File: src/rtl/apb_req_arbiter.sv
// Purpose : round-robin share of one APB master between NUM_REQ requesters, with a hung-transfer timeout.
// Latency : Transfer rises the cycle after req_valid is seen; ack follows the PENABLE&PREADY cycle; there is one GAP cycle between grants.
// Backpres: requesters hold req_valid until ack; a stalled bus is aborted after TIMEOUT cycles with req_err.
//
// Ports:
//   PCLK, PRESETn           clock and synchronous active-low reset
//   req_valid/wr/addr/wdata per-requester command, packed at [i*W +: W]
//   req_gnt, req_ack        one-hot owner and one-cycle completion pulse
//   req_rdata, req_err      read data and timeout flag, valid with req_ack
//   Transfer/Wr_Rd/Address/write_data/read_data  APB master command side
//   PENABLE, PREADY         snooped from the APB bus to detect completion
module apb_req_arbiter #(
    parameter int NUM_REQ = 4,
    parameter int ADDR_W  = 32,
    parameter int DATA_W  = 32,
    parameter int TIMEOUT = 16
) (
    input  logic                       PCLK,
    input  logic                       PRESETn,
    input  logic [NUM_REQ-1:0]         req_valid,
    input  logic [NUM_REQ-1:0]         req_wr,
    input  logic [NUM_REQ*ADDR_W-1:0]  req_addr,
    input  logic [NUM_REQ*DATA_W-1:0]  req_wdata,
    output logic [NUM_REQ-1:0]         req_gnt,
    output logic [NUM_REQ-1:0]         req_ack,
    output logic [DATA_W-1:0]          req_rdata,
    output logic                       req_err,
    output logic                       Transfer,
    output logic                       Wr_Rd,
    output logic [ADDR_W-1:0]          Address,
    output logic [DATA_W-1:0]          write_data,
    input  logic [DATA_W-1:0]          read_data,
    input  logic                       PENABLE,
    input  logic                       PREADY
);

    localparam int PTR_W = (NUM_REQ > 1) ? $clog2(NUM_REQ) : 1;
    localparam int CNT_W = $clog2(TIMEOUT);
    localparam logic [CNT_W-1:0] CNT_MAX = CNT_W'(TIMEOUT - 1);
    localparam logic [PTR_W-1:0] PTR_LAST = PTR_W'(NUM_REQ - 1);

    typedef enum logic [1:0] {IDLE, BUSY, GAP} state_t;

    state_t             state;
    logic [PTR_W-1:0]   ptr;
    logic [CNT_W-1:0]   count;

    logic               found;
    logic [PTR_W-1:0]   win_idx;
    logic [PTR_W-1:0]   win_next;
    logic [NUM_REQ-1:0] win_oh;
    logic               win_wr;
    logic [ADDR_W-1:0]  win_addr;
    logic [DATA_W-1:0]  win_wdata;

    // Requester index visited at step k of a search that starts at p.
    function automatic int rr_idx(input int p, input int k);
        return (p + k) % NUM_REQ;
    endfunction

    // Priority search starting at ptr and wrapping; the first hit wins.
    always_comb begin
        found     = 1'b0;
        win_idx   = '0;
        win_oh    = '0;
        win_wr    = 1'b0;
        win_addr  = '0;
        win_wdata = '0;
        for (int k = 0; k < NUM_REQ; k++) begin
            if (!found && req_valid[rr_idx(int'(ptr), k)]) begin
                found                        = 1'b1;
                win_idx                      = PTR_W'(rr_idx(int'(ptr), k));
                win_oh[rr_idx(int'(ptr), k)] = 1'b1;
                win_wr                       = req_wr[rr_idx(int'(ptr), k)];
                win_addr  = req_addr[rr_idx(int'(ptr), k)*ADDR_W +: ADDR_W];
                win_wdata = req_wdata[rr_idx(int'(ptr), k)*DATA_W +: DATA_W];
            end
        end
    end

    assign win_next = (win_idx == PTR_LAST) ? '0 : win_idx + PTR_W'(1);

    always_ff @(posedge PCLK) begin
        if (!PRESETn) begin
            state      <= IDLE;
            ptr        <= '0;
            count      <= '0;
            Transfer   <= 1'b0;
            Wr_Rd      <= 1'b0;
            Address    <= '0;
            write_data <= '0;
            req_gnt    <= '0;
            req_ack    <= '0;
            req_rdata  <= '0;
            req_err    <= 1'b0;
        end else begin
            case (state)
                IDLE: begin
                    req_ack <= '0;
                    req_err <= 1'b0;
                    if (found) begin
                        Wr_Rd      <= win_wr;
                        Address    <= win_addr;
                        write_data <= win_wdata;
                        req_gnt    <= win_oh;
                        Transfer   <= 1'b1;
                        ptr        <= win_next;
                        count      <= '0;
                        state      <= BUSY;
                    end
                end
                BUSY: begin
                    // Command outputs stay frozen; requester inputs are ignored here.
                    if (count != CNT_MAX)
                        count <= count + CNT_W'(1);
                    if (PENABLE && PREADY) begin
                        // Completion takes priority over a coincident timeout.
                        if (!Wr_Rd)
                            req_rdata <= read_data;
                        req_ack  <= req_gnt;
                        req_err  <= 1'b0;
                        Transfer <= 1'b0;
                        state    <= GAP;
                    end else if (count == CNT_MAX) begin
                        req_ack   <= req_gnt;
                        req_err   <= 1'b1;
                        req_rdata <= '0;
                        Transfer  <= 1'b0;
                        state     <= GAP;
                    end
                end
                GAP: begin
                    // One Transfer-low cycle lets the APB master fall back to idle.
                    req_gnt <= '0;
                    req_ack <= '0;
                    req_err <= 1'b0;
                    state   <= IDLE;
                end
                default: state <= IDLE;
            endcase
        end
    end

endmodule

File: config.mk
export PLATFORM = sky130hd
export DESIGN_NAME = apb_req_arbiter
export DESIGN_NICKNAME = d
export VERILOG_FILES = /design/src/rtl/apb_req_arbiter.sv
export SDC_FILE = /design/constraint.sdc
export NUM_CORES = 1
export LEC_CHECK = 0
export ABC_AREA = 1
export BUFFER_PORTS_ARGS = -buffer_cell sky130_fd_sc_hd__buf_2
export CORE_MARGIN = 4
export CORE_UTILIZATION = 48
export DETAILED_ROUTE_END_ITERATION = 10
export GPL_ROUTABILITY_DRIVEN = 0
export GPL_TIMING_DRIVEN = 0
export PLACE_DENSITY = 0.79
export SYNTH_ARGS = -nofsm -noshare
export SYNTH_HDL_FRONTEND = slang
export SYNTH_SLANG_ARGS = --single-unit
File: constraint.sdc
create_clock -name PCLK -period 2.8 [get_ports PCLK]
set_clock_uncertainty 0.05 [all_clocks]
set_input_delay 0.28 -clock PCLK [delete_from_list [all_inputs] [get_ports PCLK]]
set_output_delay 0.28 -clock PCLK [all_outputs]
set_load 0.01 [all_outputs]
Word level (Yosys, flattened, before mapping) --
Index checks and enable logic that the tools add are counted.
Operators by class: add/subtract/negate cells 5, $mul 0, div/mod/pow operators 0, order comparisons 8, equal/unequal tests 9, shift-type cells 8, muxes and demuxes 77, bitwise logic cells 6, reduce and logical (&&, ||, !) cells 27
Operators with widths (number):
- variable part select 128 x 8 -> 32 bit | 8
- two-way mux 32 bit | 11
- two-way mux 4 bit | 9
- two-way mux 1 bit | 31
- one-hot mux 4 bit (2 select lines) | 3
- binary-select mux 1 bit (select 2 bit) | 8
- two-way mux 2 bit | 8
- < comparator 3 x 4 -> 1 bit (second input constant) | 3
- OR 4 bit | 3
- >= comparator 3 x 1 -> 1 bit (second input constant) | 3
- AND reduction 3 bit | 3
- demux 1 bit (select 2 bit) | 4
- logical AND 1 bit | 8
- AND reduction 2 bit | 4
- nonzero test 2 bit | 4
- OR reduction 2 bit | 4
- inequality test 2 bit (second input constant) | 3
- adder 2 x 1 -> 2 bit (second input constant) | 2
- adder 2 bit (second input constant) | 2
- adder 4 x 1 -> 4 bit (second input constant) | 1
- equality test 2 bit (second input constant) | 2
- equality test 4 bit (second input constant) | 1
- inequality test 4 bit (second input constant) | 1
- one-hot mux 1 bit (2 select lines) | 2
- other kinds (8) | 12
Storage, ports and cells: register bits 115, bits in latches 0, memory bits (writable) 0, memory bits (read-only) 0, bits of input ports 300, output and inout bits 107, logic and storage cells 151, memories kept 0

Logic depth before layout (Yosys ltp) --
depth after elaboration 16, gate-level depth with buffers 19, gate-level depth less buffers 13

Least setup slack after synthesis --
No wires, ideal clock.
kind reg2reg, start reg ptr[1], end reg ptr[1], library setup time 0.058 ns, arrival time 2.780 ns, data required time 2.692 ns, path slack -0.088 ns, stages on the path, launching flop included 20, path buffers 6, period minus slack after synthesis 2.888 ns, cells stage by stage dfxtp_1 > buf_2 > inv_2 > clkbuf_1 > clkbuf_1 > ha_1 > buf_2 > inv_2 > nand3_1 > nand2_2 > nand2_2 > nor2_8 > nand2_2 > nand2_4 > nand2_2 > inv_2 > buf_6 > buf_6 > nand2_1 > nand2_1
Between the ends: word-level cells in the longest chain between the ends 14, elaborated cells between the ends (all ways) 32, classes of those cells add/sub (4); eq/ne (1); mux (20); reduce/logical (7)
RTL lines:
- start, declared | line 45 | logic [PTR_W-1:0] ptr;
- start signal, assigned | line 107 | ptr <= win_next;
- adder 2 x 1 -> 2 bit or binary-select mux 1 bit (select 2 bit) (tied branches) | line 58, 70
- binary-select mux 1 bit (select 2 bit) or two-way mux 1 bit (tied branches) | line 70 | if (!found && req_valid[rr_idx(int'(ptr), k)]) begin
- two-way mux 1 bit (not written as such) | line 70
- two-way mux 1 bit (not written as such) or zero test 1 bit (tied branches) | line 70
- logical AND 1 bit | line 70
- two-way mux 1 bit | line 70
- zero test 1 bit | line 70
- logical AND 1 bit | line 70
- two-way mux 1 bit | line 70
- zero test 1 bit | line 70
- logical AND 1 bit | line 70
- two-way mux 2 bit | line 70
- adder 2 x 1 -> 2 bit or equality test 2 bit (tied branches) | line 81 | assign win_next = (win_idx == PTR_LAST) ? '0 : win_idx + PTR_W'(1);
- two-way mux 2 bit | line 81
Parallel ways exist; a longest one is shown, timed or not. The select of a mux whose other input is x is not followed. A chain may end at the register's enable or synchronous reset.

Final worst setup path --
start reg ptr[1], end reg Address[30]
Between the ends: word-level cells in the longest chain between the ends 13, elaborated cells between the ends (all ways) 39, classes of those cells add/sub (3); shift (4); mux (19); bitwise (3); reduce/logical (10)
RTL lines:
- parallel branches: the longest is 13 deep, another holds adder 2 x 1 -> 2 bit
- end signal, assigned | line 103 | Address <= win_addr;
- end, declared | line 30 | output logic [ADDR_W-1:0] Address,
Parallel ways; which one is timed is not known. The select of a mux whose other input is x is not followed.

==> run metrics <==
worst hold path type=in -> reg; H-tree levels=4; Endpoint, Worst Hold=req_rdata[26]$_SDFFE_PN0P_; die height=169 microns; most numerous cell in the Yosys netlist=nand2_1; Synth top area share=28.1%; DRC=0; # hold bufs at CTS=0; R2R depth=15; synth top area cells=nand2_1, dfxtp_1, o21ai_0, nor2_1, nand3_1; CTS sink count=115; Multi-input gate area=8620 sq um; First-pass DRT Iterations=8; crit path DAT=3.08 ns; initial core utilization=49.0%; antenna-violating nets left=0; Total GRT Usage=35.7%; final setup vio count=0; Via density=5.74; largest net degree at the start of global routing=22; Syn Area/Cell=5.22 sq um; CTS Buffer Depth=2; critical path start-end classification=reg -> reg; vias in the first global route=16500; asr flop ratio synth=0%; required time of the critical path=3.12 ns; synthesis-to-finish area growth=26.8%; Post-DP Area=14800 sq um; number of synthesized flops with an enable pin=0; # rows=58; First DRT Iteration DRCs=2508; Die X=169 microns; routed len/inst=17.4 microns; slack of the worst reg-to-reg path=0.04 ns; Synth area leader=nand2_1; post-placement cell count=3107; most common library cells after synthesis=nand2_1, nor2_1, o21ai_0, nand3_1, inv_1; clk_lat worst skew=0.44 ns; Max Clk Rate=362 MHz; hpwl dp=40.1 mm; Worst Hold Depth=3; Post-layout nets=3111; register area share after synthesis=18.6%; Hold Startpoint=read_data[26]; Root Buffer=clkbuf_16; routing usage on met3=7.68%; Ys Warns=0; Peak VDD IR=545 uV; routed wire length=54.8 mm; R2R Path End=Address[30]$_SDFFE_PN0P_; ratio of cells with drive above 1 in the final layout=20.9%; Via Count=18100; die area=28400 sq um; top_reg_cell synth=dfxtp_1; Final Hold Viols=0; hold_ws=0.0805 ns; Design Area, Final=15700 sq um; Crit Path Max Fanout=11; crit end category=register; first-pass GRT wire length=83.5 mm; # port buffers=406; CTS clk-pin slew, worst paths=0.08 ns; Power Dens Cells=1020 nW/um^2; Startpoint Class=register; CP startpoint=ptr[1]$_SDFFE_PN0P_; Worst slew margin=54.1%; Seq. cell area=2310 sq um; fin cells=3152; run status=completed; crit share post-route=98.7%; RR Startpoint=ptr[1]$_SDFFE_PN0P_; Tmin final=2.76 ns; max-cap check violation count=0; Global Route met2 Usage=58.6%; distinct cell type count after synthesis=36; CTS tree=done; Seq cells post-synth=115; Fin Setup TNS=0 ns; Core Area=25300 sq um; Synthesized Nets=2678; fillcell total=2500; grt total ovfl=0; Ports=407; antenna violations before repair=9; cell count after synthesis=2371; mapped cell area=12400 sq um; M1 GR Usage=44.1%; GRT busiest layer=met2; CTS Buf Count=17; count of final max-slew check failures=0; worst slew pin tran=0.689 ns; static leakage=0.00826 uW; RSZ-0062 raised after global routing=yes
[cell families (layout without fill, tap and decap cells)]
| logic type | Yosys count | after routing | synth area share (%) |
|---|---|---|---|
| AOI/OAI and AO/OA | 507 | 507 | 22.9 |
| buffers and inverters | 336 | 782 | 12.0 |
| muxes | 2 | 2 | 0.162 |
| DFF | 115 | 115 | 18.6 |
| other | 0 | 5 | 0 |
| adders and majority gates | 7 | 7 | 0.708 |
| and+or+nand+nor | 1403 | 1403 | 45.5 |
| xor gates and xnor gates | 1 | 1 | 0.0708 |
[how the worst max path moves through the flow]
stage                                             end  cells after the start  slack [ns]
after global routing      write_data[21]$_SDFFE_PN0P_                     18       -0.02
after CTS                    Address[11]$_SDFFE_PN0P_                     14       0.003
after global placement    write_data[20]$_SDFFE_PN0P_                     14       -1.20
final                        Address[30]$_SDFFE_PN0P_                     15        0.04
after detailed placement  write_data[20]$_SDFFE_PN0P_                     14       -1.24
after floorplan                   ptr[1]$_SDFFE_PN0P_                     19        0.04
[area by class of cell]
type	instances	share of cell area (%)
Sequential cell	115	14.7
Multi-Input combinational cell	1920	54.9
Timing Repair Buffer	418	13.8
Clock buffer	17	2.71
Buffer	179	6.45
Antenna cell	5	0.0797
Clock inverter	15	1.06
Inverter	153	3.72
Tap cell	330	2.63
[stage by stage]
step	setup WS, ns	power, uW	utilization, %
3_5_place_dp	-1.24	12800	58.7
6_report	0.0371	16100	62.2
4_1_cts	0.00293	15400	61.8
3_3_place_gp	-1.20	12600	58.7
5_1_grt	-0.0151	17100	62.2
2_1_floorplan	0.0399	9630	-
[routing by layer]
metal	part of all wire, %	routed length, microns	up-vias
met5	0.073	40	-
met4	5.1	2800	6
met3	13	6930	268
met2	45	24900	1417
met1	37	20100	7961
li1	-	-	8455
[where the power goes]
group	total, uW	switching (uW)	internal, uW
registers	2140	182	1960
clock network	2330	1060	1270
logic	11600	7810	3760
[critical path: stages (launching register included)]
cell	delay, ns
dfxtp_2	0.37
buf_6	0.12
inv_6	0.05
clkbuf_16	0.18
ha_1	0.27
clkbuf_4	0.19
inv_4	0.09
nand3_1	0.12
nand2_4	0.12
nand2_4	0.09
nor2_8	0.16
clkbuf_1	0.42
nand3_1	0.14
nand3_1	0.17
nand2_1	0.08
nand2_1	0.06
[cells in the final DEF (no fill, tap or decap), types with 4 or more instances in the layout]
cell | Yosys | routed
o21ai_1 | 128 | 128
a21boi_1 | 54 | 54
ha_1 | 7 | 7
buf_6 | 19 | 21
inv_6 | 0 | 5
buf_12 | 1 | 5
clkbuf_2 | 2 | 19
clkinv_4 | 0 | 5
a32o_1 | 4 | 4
nand2_4 | 2 | 6
o21ai_2 | 19 | 19
a22oi_1 | 4 | 4
a21oi_1 | 40 | 40
clkbuf_1 | 99 | 78
buf_1 | 20 | 13
nor2_1 | 270 | 270
buf_2 | 37 | 433
nand2_1 | 925 | 925
a21boi_2 | 9 | 9
dfxtp_1 | 115 | 113
clkbuf_4 | 0 | 8
nand3_1 | 155 | 155
clkbuf_16 | 0 | 18
o21ai_0 | 247 | 247
nand4_1 | 38 | 38
diode_2 | 0 | 5
buf_4 | 5 | 18
inv_1 | 145 | 145
[repair_timing]
item / in CTS / in global routing
pin swaps: 3 / 1
gates resized for setup: 38 / 33
gates cloned: 0 / 1
buffers inserted: 9 / 2
setup endpoints to repair: 77 / 72
[registers in the layout, summed over array words and instances (netlist names)]
name / cells
Address: 32
Transfer: 1
Wr_Rd: 1
count: 4
ptr: 2
req_ack: 4
req_err: 1
req_gnt: 4
req_rdata: 32
state: 2
write_data: 32
No activity file was read; power rests on OpenSTA's default activity.
